`src/rtl/spectral_peak_tracker.sv`:
```
// Streams one FFT frame, tracks the NUM_PEAKS strongest in-range bins above a
// per-frame threshold, then emits them strongest-first over a valid/ready port.
module spectral_peak_tracker #(
  parameter int DATA_W    = 16,
  parameter int FFT_SIZE  = 4096,
  parameter int NUM_PEAKS = 4,
  parameter int MIN_BIN   = 1,
  parameter int MAX_BIN   = 2047,
  localparam int BIN_W    = $clog2(FFT_SIZE),
  localparam int MAG_W    = DATA_W + 1
) (
  input  logic              clk_in,
  input  logic              rst_in,
  input  logic              fft_valid_in,
  input  logic [DATA_W-1:0] fft_data_in,
  input  logic              fft_last_in,
  output logic              fft_ready_out,
  input  logic [MAG_W-1:0]  thresh_in,
  output logic              peak_valid_out,
  input  logic              peak_ready_in,
  output logic [BIN_W-1:0]  peak_bin_out,
  output logic [MAG_W-1:0]  peak_mag_out,
  output logic [2:0]        peak_rank_out,
  output logic              peak_last_out,
  output logic              frame_done_out,
  output logic [3:0]        peak_count_out,
  output logic [1:0]        dbg_state
);

  // Handshake rule for both ports: a transfer happens on a rising clk_in edge
  // where valid and ready are both high; the source holds valid and data
  // stable until that edge and may not withdraw valid before it.

  localparam int H     = DATA_W / 2;
  localparam int IDX_W = (NUM_PEAKS > 1) ? $clog2(NUM_PEAKS) : 1;
  localparam logic [BIN_W-1:0] LO_BIN   = BIN_W'(MIN_BIN);
  localparam logic [BIN_W-1:0] HI_BIN   = BIN_W'(MAX_BIN);
  localparam logic [BIN_W-1:0] LAST_BIN = BIN_W'(FFT_SIZE - 1);
  localparam logic [3:0]       NP       = 4'(NUM_PEAKS);

  typedef enum logic [1:0] {
    COLLECT = 2'd0,
    DRAIN   = 2'd1,
    EMIT    = 2'd2
  } state_t;

  state_t state, state_nxt;

  logic             beat;
  logic             frame_end;
  logic             emit_done;
  logic [BIN_W-1:0] bin_cnt;
  logic [MAG_W-1:0] thresh_q;

  logic signed [H-1:0]      s_re, s_im;
  logic signed [DATA_W-1:0] re_ext, im_ext, re_sq, im_sq;
  logic [MAG_W-1:0]         mag_calc;

  logic             s1_valid;
  logic [MAG_W-1:0] s1_mag;
  logic [BIN_W-1:0] s1_bin;
  logic             s1_elig;

  logic [MAG_W-1:0] list_mag [NUM_PEAKS];
  logic [BIN_W-1:0] list_bin [NUM_PEAKS];
  logic             list_vld [NUM_PEAKS];
  logic [3:0]       list_cnt;

  logic             ins_hit;
  logic [2:0]       ins_pos;
  logic [2:0]       next_idx;

  assign dbg_state = state;
  assign beat      = fft_valid_in & fft_ready_out;
  assign frame_end = fft_last_in | (bin_cnt == LAST_BIN);

  // Squares of DATA_W/2-bit signed values always fit DATA_W-1 bits, so the
  // signed DATA_W product is non-negative and the sum fits DATA_W+1 bits.
  assign s_re     = fft_data_in[DATA_W-1:H];
  assign s_im     = fft_data_in[H-1:0];
  assign re_ext   = DATA_W'(s_re);
  assign im_ext   = DATA_W'(s_im);
  assign re_sq    = re_ext * re_ext;
  assign im_sq    = im_ext * im_ext;
  assign mag_calc = MAG_W'($unsigned(re_sq)) + MAG_W'($unsigned(im_sq));

  assign s1_elig = (s1_bin >= LO_BIN) && (s1_bin <= HI_BIN) && (s1_mag >= thresh_q);

  // First rank that is empty or strictly weaker; strict compare keeps the
  // earlier bin ahead on ties.
  always_comb begin
    ins_hit = 1'b0;
    ins_pos = 3'd0;
    for (int r = NUM_PEAKS - 1; r >= 0; r--) begin
      if (!list_vld[r] || (s1_mag > list_mag[r])) begin
        ins_hit = 1'b1;
        ins_pos = 3'(r);
      end
    end
  end

  assign next_idx = peak_rank_out + 3'd1;

  always_ff @(posedge clk_in) begin
    if (rst_in) begin
      state <= COLLECT;
    end else begin
      state <= state_nxt;
    end
  end

  always_comb begin
    state_nxt     = state;
    fft_ready_out = 1'b0;
    emit_done     = 1'b0;
    case (state)
      COLLECT: begin
        fft_ready_out = 1'b1;
        if (fft_valid_in && frame_end) state_nxt = DRAIN;
      end
      DRAIN: state_nxt = EMIT;
      EMIT: begin
        emit_done = peak_valid_out ? (peak_ready_in && peak_last_out) : (list_cnt == 4'd0);
        if (emit_done) state_nxt = COLLECT;
      end
      default: state_nxt = COLLECT;
    endcase
  end

  always_ff @(posedge clk_in) begin
    if (rst_in) begin
      bin_cnt        <= '0;
      thresh_q       <= '0;
      s1_valid       <= 1'b0;
      s1_mag         <= '0;
      s1_bin         <= '0;
      list_cnt       <= '0;
      peak_valid_out <= 1'b0;
      peak_bin_out   <= '0;
      peak_mag_out   <= '0;
      peak_rank_out  <= '0;
      peak_last_out  <= 1'b0;
      frame_done_out <= 1'b0;
      peak_count_out <= '0;
      for (int r = 0; r < NUM_PEAKS; r++) begin
        list_mag[r] <= '0;
        list_bin[r] <= '0;
        list_vld[r] <= 1'b0;
      end
    end else begin
      s1_valid <= beat;
      if (beat) begin
        s1_mag  <= mag_calc;
        s1_bin  <= bin_cnt;
        bin_cnt <= frame_end ? '0 : bin_cnt + 1'b1;
        if (bin_cnt == '0) thresh_q <= thresh_in;
      end

      if (emit_done) begin
        list_cnt <= '0;
        for (int r = 0; r < NUM_PEAKS; r++) begin
          list_mag[r] <= '0;
          list_bin[r] <= '0;
          list_vld[r] <= 1'b0;
        end
      end else if (s1_valid && s1_elig && ins_hit) begin
        if (list_cnt < NP) list_cnt <= list_cnt + 4'd1;
        if (ins_pos == 3'd0) begin
          list_mag[0] <= s1_mag;
          list_bin[0] <= s1_bin;
          list_vld[0] <= 1'b1;
        end
        for (int r = 1; r < NUM_PEAKS; r++) begin
          if (r == int'(ins_pos)) begin
            list_mag[r] <= s1_mag;
            list_bin[r] <= s1_bin;
            list_vld[r] <= 1'b1;
          end else if (r > int'(ins_pos)) begin
            list_mag[r] <= list_mag[r-1];
            list_bin[r] <= list_bin[r-1];
            list_vld[r] <= list_vld[r-1];
          end
        end
      end

      frame_done_out <= emit_done;

      // Output entry is registered: loaded on the first EMIT cycle, advanced
      // on each handshake, and cleared after the final one.
      if (state == EMIT) begin
        if (!peak_valid_out) begin
          peak_count_out <= list_cnt;
          if (list_cnt != 4'd0) begin
            peak_valid_out <= 1'b1;
            peak_bin_out   <= list_bin[0];
            peak_mag_out   <= list_mag[0];
            peak_rank_out  <= 3'd0;
            peak_last_out  <= (list_cnt == 4'd1);
          end
        end else if (peak_ready_in) begin
          if (peak_last_out) begin
            peak_valid_out <= 1'b0;
            peak_bin_out   <= '0;
            peak_mag_out   <= '0;
            peak_rank_out  <= 3'd0;
            peak_last_out  <= 1'b0;
          end else begin
            peak_bin_out  <= list_bin[next_idx[IDX_W-1:0]];
            peak_mag_out  <= list_mag[next_idx[IDX_W-1:0]];
            peak_rank_out <= next_idx;
            peak_last_out <= (({1'b0, next_idx} + 4'd1) == list_cnt);
          end
        end
      end
    end
  end

endmodule

```
`config.mk`:
```
export PLATFORM = sky130hd
export DESIGN_NAME = spectral_peak_tracker
export DESIGN_NICKNAME = d
export VERILOG_FILES = /design/src/rtl/spectral_peak_tracker.sv
export SDC_FILE = /design/constraint.sdc
export NUM_CORES = 1
export LEC_CHECK = 0
export BUFFER_PORTS_ARGS = -buffer_cell sky130_fd_sc_hd__buf_2
export CORE_MARGIN = 2
export CORE_UTILIZATION = 30
export CTS_CLUSTER_SIZE = 8
export DETAILED_ROUTE_END_ITERATION = 6
export SLEW_MARGIN = 15
export SYNTH_ARGS = -nofsm -noshare
export SYNTH_HDL_FRONTEND = slang
export SYNTH_SLANG_ARGS = --single-unit
```
`constraint.sdc`:
```
create_clock -name clk_in -period 15.95 [get_ports clk_in]
set_clock_uncertainty 0.2 [all_clocks]
set_input_delay 3.19 -clock clk_in [delete_from_list [all_inputs] [get_ports clk_in]]
set_output_delay 3.19 -clock clk_in [all_outputs]
set_load 0.05 [all_outputs]
```
### Word level (Yosys, flattened, before mapping)

Memory sizes are Yosys's and may differ from the RTL's.
Cells that the tools add are included.

* flip-flop bits (word level): 104
* latch bits: 0
* bits in writable memories: 120
* ROM bits: 0
* input bits: 38
* word-level logic and storage cells: 219
* memories: 3

Memories
* list_mag: depth 4, width 17, rd ports 5, clocked after Yosys merged registers in 0, wr ports 4, RTL line 64 `logic [MAG_W-1:0] list_mag [NUM_PEAKS];`
* list_bin: depth 4, width 12, rd ports 4, clocked after Yosys merged registers in 0, wr ports 4, RTL line 65 `logic [BIN_W-1:0] list_bin [NUM_PEAKS];`
* list_vld: depth 4, width 1, rd ports 4, clocked after Yosys merged registers in 0, wr ports 4, RTL line 66 `logic list_vld [NUM_PEAKS];`

* $add $sub $neg: 5
* multipliers: 2
* divide/modulo/power cells: 0
* order comparisons: 11
* eq/ne operators: 11
* shifts and indexed selects: 0
* mux-type cells: 111
* bitwise logic cells: 36
* reductions and logical operators: 26

Operators with widths (number)
* $mux 17: 15
* $mux 12: 16
* $mux 1: 69
* $gt 17x17->1: 4
* $or 1x1->1: 34
* $mul 8x8->16: 2
* $mux 3: 7
* $add 16x16->17: 1
* $ge 17x17->1: 1
* $add 12x1->12 const B: 1
* $eq 12x12->1 const B: 1
* $ge 12x1->1 const B: 1
* $le 12x11->1 const B: 1
* $logic_not 12->1: 1
* $reduce_and 2->1: 4
* $eq 3x3->1 const A: 2
* $gt 2x3->1 const A: 2
* $logic_and 1x1->1: 6
* $mux 2: 3
* $pmux 2 s3: 1
* $add 3x1->4 const B: 1
* $add 4x1->4 const B: 1
* $eq 4x1->1 const B: 1
* $eq 4x4->1: 1
* other kinds (19): 26

### Longest topological paths before layout

An unclocked memory read counts as a cell.

* word-level depth: 15
* depth in mapped cells: 25
* gate-level depth less buffers: 25

### Worst setup path after synthesis

OpenSTA, ideal clock, no wires.

* path kind: input to register
* start: in fft_data_in[10]
* end: reg s1_mag[14]
* arrival: 7980 ps
* required time: 15635 ps
* path slack: 7654 ps
* stages on the path: 23
* path buffers: 1
* path through: clkbuf_1 -> nand2_1 -> inv_1 -> fa_1 -> fa_1 -> fa_1 -> inv_1 -> fa_1 -> inv_1 -> ha_1 -> nor3_1 -> nor2_1 -> a31oi_1 -> nor2b_1 -> o21a_1 -> nor2_1 -> xnor2_1 -> ha_1 -> or3_1 -> o21ai_0 -> o21ai_0 -> nor3b_1 -> o21ba_2

* word-level cells in the longest chain between the ends: 2

RTL lines
* start, declared: RTL line 15 `input logic [DATA_W-1:0] fft_data_in,`
* $mul 8x8->16: RTL line 83 `assign re_sq = re_ext * re_ext;`
* $add 16x16->17: RTL line 85 `assign mag_calc = MAG_W'($unsigned(re_sq)) + MAG_W'($unsigned(im_sq));`
* end signal, assigned: RTL line 153 `s1_mag <= mag_calc;`
* end, declared: RTL line 60 `logic [MAG_W-1:0] s1_mag;`

Every way passes these cells.
A chain may end at the register's enable or synchronous reset.

### Worst setup path after layout

* start: in fft_data_in[4]
* end: reg s1_mag[15]

* word-level cells in the longest chain between the ends: 2

RTL lines
* $mul 8x8->16: RTL line 84 `assign im_sq = im_ext * im_ext;`
* $add 16x16->17: RTL line 85

Every way passes these cells.

==> impl_metrics.env <==
export IMPL_type_of_the_tightest_min_delay_check="flop to flop"
export IMPL_drt_antenna_violating_nets=0
export IMPL_critical_path_class="input pin to flop"
export IMPL_rsz0062_at_grt="no"
export IMPL_path_max_fanout=7
export IMPL_ys_seq_area_frac=0.345
export IMPL_routed_wl_mm=42.3
export IMPL_drt_wl_cell_um=17.2
export IMPL_num_nets_final=2021
export IMPL_synth_yosys_warnings=0
export IMPL_max_cap_violations=0
export IMPL_cpPeakStageDelay_ns=0.53
export IMPL_first_global_vias=12700
export IMPL_postLayoutSetupSlackWorst_ns=7.85
export IMPL_first_pass_grt_wire_length_mm=68.7
export IMPL_cts_max_path_buffers=3
export IMPL_slew_headroom=0.250
export IMPL_clock_fmax_ghz=0.123
export IMPL_floorplan_die_area_um2=56700
export IMPL_worstHoldPathCells=2
export IMPL_worst_pin_slew_ns=1.13
export IMPL_synth_top_cell_area_share=0.217
export IMPL_syn_avg_cell_area_um2=9.75
export IMPL_design_core_area_um2=54000
export IMPL_worstRegToRegCells=11
export IMPL_clock_sinks=224
export IMPL_yosys_area_top_type="sky130_fd_sc_hd__edfxtp_1"
export IMPL_cts_clk_slew_worst_paths_ns=0.05
export IMPL_n_fill_cell=5507
export IMPL_met1_usage=0.191
export IMPL_global_route_usage_met2=0.263
export IMPL_post_cts_resize_count=0
export IMPL_final_period_minus_worst_setup_slack_ns=8.10
export IMPL_htree_levels=1
export IMPL_slew_viol_final=0
export IMPL_grt_usage=0.150
export IMPL_timing_hold_violations_final=0
export IMPL_numPortBuffers=79
export IMPL_netlist_instances=1687
export IMPL_cts_setup_buffers=0
export IMPL_pre_cts_slack_ns=7.27
export IMPL_ys_seq_elements=224
export IMPL_clock_latency_ns=0.58
export IMPL_tritoncts="done"
export IMPL_via_count=12200
export IMPL_cpMostUsedCell="sky130_fd_sc_hd__inv_1"
export IMPL_outcome="complete, no violations"
export IMPL_avgViaCountPerCell=4.98
export IMPL_synth_edff_count=119
export IMPL_multiInputGateArea_um2=9580
export IMPL_ys_top_cells_by_area="sky130_fd_sc_hd__edfxtp_1 (22%), sky130_fd_sc_hd__dfxtp_1 (13%), sky130_fd_sc_hd__ha_1 (12%)"
export IMPL_dr_first_iter_drc_count=708
export IMPL_static_leakage_power_uw=0.00812
export IMPL_antenna_found_initial=5
export IMPL_powerDensity_nw_per_um2=155
export IMPL_synth_cell_area_um2=16500
export IMPL_globalRouteMet3Util=0.0206
export IMPL_worst_voltage_drop_across_the_vdd_grid_uv=214
export IMPL_cts_made_buffers=31
export IMPL_root_buffer="sky130_fd_sc_hd__clkbuf_16"
export IMPL_grt_max_degree=67
export IMPL_synthArstFlopShare=0
export IMPL_floorplan_rows=85
export IMPL_half_perimeter_wire_length_after_detailed_placement_mm=31.0
export IMPL_fin_tns_setup_ns=0
export IMPL_initial_core_util=0.305
export IMPL_synthFlopType="sky130_fd_sc_hd__edfxtp_1"
export IMPL_grt_overflow=0
export IMPL_report_final_setup_viol=0
export IMPL_drive_above_1_share=0.0982
export IMPL_crit_required_ns=16.22
export IMPL_worstPathArrival_ns=8.37
export IMPL_type_of_element_launching_the_critical_path="input pin"
export IMPL_timing_reg2reg_setup_slack_ns=11.60
export IMPL_globalRoute_busiestLayer="met2"
export IMPL_fin_crit_sh=0.508
export IMPL_area_delta_synth_final_pct=12.3
export IMPL_die_height_um=238
export IMPL_gp_routability_congestion=0.871
export IMPL_critPathSlowestCell="sky130_fd_sc_hd__fa_1"
export IMPL_critical_path_endpoint_type="flop"
export IMPL_detail_route_drc_violations=0
export IMPL_post_cts_hold_buffer_count=0
export IMPL_drt_pass1_iter_count=5
export IMPL_die_width_um=238
export IMPL_boundaryPins=80
export IMPL_synthDistinctLibCells=68
export IMPL_synth_fp_nets=1969
export IMPL_antenna_diode_count=0
export IMPL_layout_area_seq_um2=5680
[where the power goes]
part | switching, uW | internal (uW) | total, uW
logic | 868 | 700 | 1570
clock network | 248 | 361 | 609
registers | 50.9 | 642 | 693
[registers in the layout, indices dropped and copies added (netlist names), 2 cells and up]
register and flops:
list_mag 68, list_bin 48, peak_mag_out 17, s1_mag 17
thresh_q 17, bin_cnt 12, peak_bin_out 12, s1_bin 12
list_cnt 4, list_vld 4, peak_count_out 4, peak_rank_out 3
dbg_state 2
[layer usage]
layer  routed length, um  up-vias  part of all wire
met1               18500     5926              0.44
li1                    -     5930                 -
met5                  69        -            0.0016
met3                2160       72             0.051
met2               20300      295              0.48
met4                1220       10             0.029
[worst max-delay path, delay by kind of cell]
| kind | cells | cell delay, ns |
|---|---|---|
| AO/OA/AOI/OAI | 10 | 1.82 |
| adder cells (fa/ha/maj) | 6 | 2.38 |
| buffers and inverters | 5 | 0.43 |
| AND/OR/NAND/NOR | 2 | 0.24 |
| XOR/XNOR | 2 | 0.32 |
[stage by stage]
stage               power [uW]  instance area (um^2)  hold WS (ns)  instances   util
floorplan                 1930                 16500         0.237       1687      -
global placement          2250                 17600         0.253       2402  0.326
detailed placement        2270                 17600         0.256       2402  0.326
CTS                       2890                 18500         0.263       2457  0.342
global route              3140                 18500         0.293       2457  0.342
finish                    2870                 18500         0.262       2457  0.342
[cell usage after synthesis, types with 12 or more instances]
| cell | count |
|---|---|
| sky130_fd_sc_hd__a21o_1 | 22 |
| sky130_fd_sc_hd__fa_1 | 87 |
| sky130_fd_sc_hd__o21ai_0 | 39 |
| sky130_fd_sc_hd__nor2b_1 | 33 |
| sky130_fd_sc_hd__a22o_1 | 84 |
| sky130_fd_sc_hd__edfxtp_1 | 119 |
| sky130_fd_sc_hd__buf_2 | 14 |
| sky130_fd_sc_hd__ha_1 | 157 |
| sky130_fd_sc_hd__nand3_1 | 24 |
| sky130_fd_sc_hd__dfxtp_1 | 105 |
| sky130_fd_sc_hd__inv_1 | 254 |
| sky130_fd_sc_hd__xor2_1 | 18 |
| sky130_fd_sc_hd__and2_1 | 58 |
| sky130_fd_sc_hd__xnor2_1 | 42 |
| sky130_fd_sc_hd__a211oi_1 | 35 |
| sky130_fd_sc_hd__nor2_1 | 106 |
| sky130_fd_sc_hd__a22oi_1 | 12 |
| sky130_fd_sc_hd__nor3_1 | 21 |
| sky130_fd_sc_hd__nand4_1 | 12 |
| sky130_fd_sc_hd__clkbuf_1 | 54 |
| sky130_fd_sc_hd__nand2_1 | 125 |
| sky130_fd_sc_hd__mux2i_1 | 31 |
| sky130_fd_sc_hd__a21oi_1 | 93 |
| sky130_fd_sc_hd__mux4_2 | 17 |
[path summary, 6_finish.rpt]
kind	from	endpoint
max	fft_data_in[4]	s1_mag[15]$_SDFFE_PP0P_
min	s1_bin[11]$_SDFFE_PP0P_	s1_bin[11]$_SDFFE_PP0P_
max reg2reg	s1_mag[0]$_SDFFE_PP0P_	list_mag[1][4]$_SDFFCE_PP0P_
min reg2reg	s1_bin[11]$_SDFFE_PP0P_	s1_bin[11]$_SDFFE_PP0P_
[logic make-up after synthesis]
logic type	synth area share
AO/OA/AOI/OAI	0.151
XOR/XNOR	0.0319
adder cells (fa/ha/maj)	0.225
buffers and inverters	0.0773
flip-flops	0.345
multiplexers	0.0442
other	0.000228
AND/OR/NAND/NOR	0.125
[cell type report]
cell class	count	share of cell area
Timing Repair Buffer	94	0.0276
Multi-Input combinational cell	1134	0.519
Sequential cell	224	0.307
Inverter	254	0.0516
Clock inverter	1	0.00108
Tap cell	696	0.0471
Clock buffer	54	0.0467
[cells in the final DEF (no fill, tap or decap), drive strengths merged, types with 84 or more instances in the layout]
master,synthesis,routed
ha,157,157
dfxtp,105,105
buf,21,94
nor2,108,108
a22o,84,84
edfxtp,119,119
fa,87,87
a21oi,93,93
inv,254,255
nand2,126,126
Note: power is estimated with default switching activity, not from simulation.
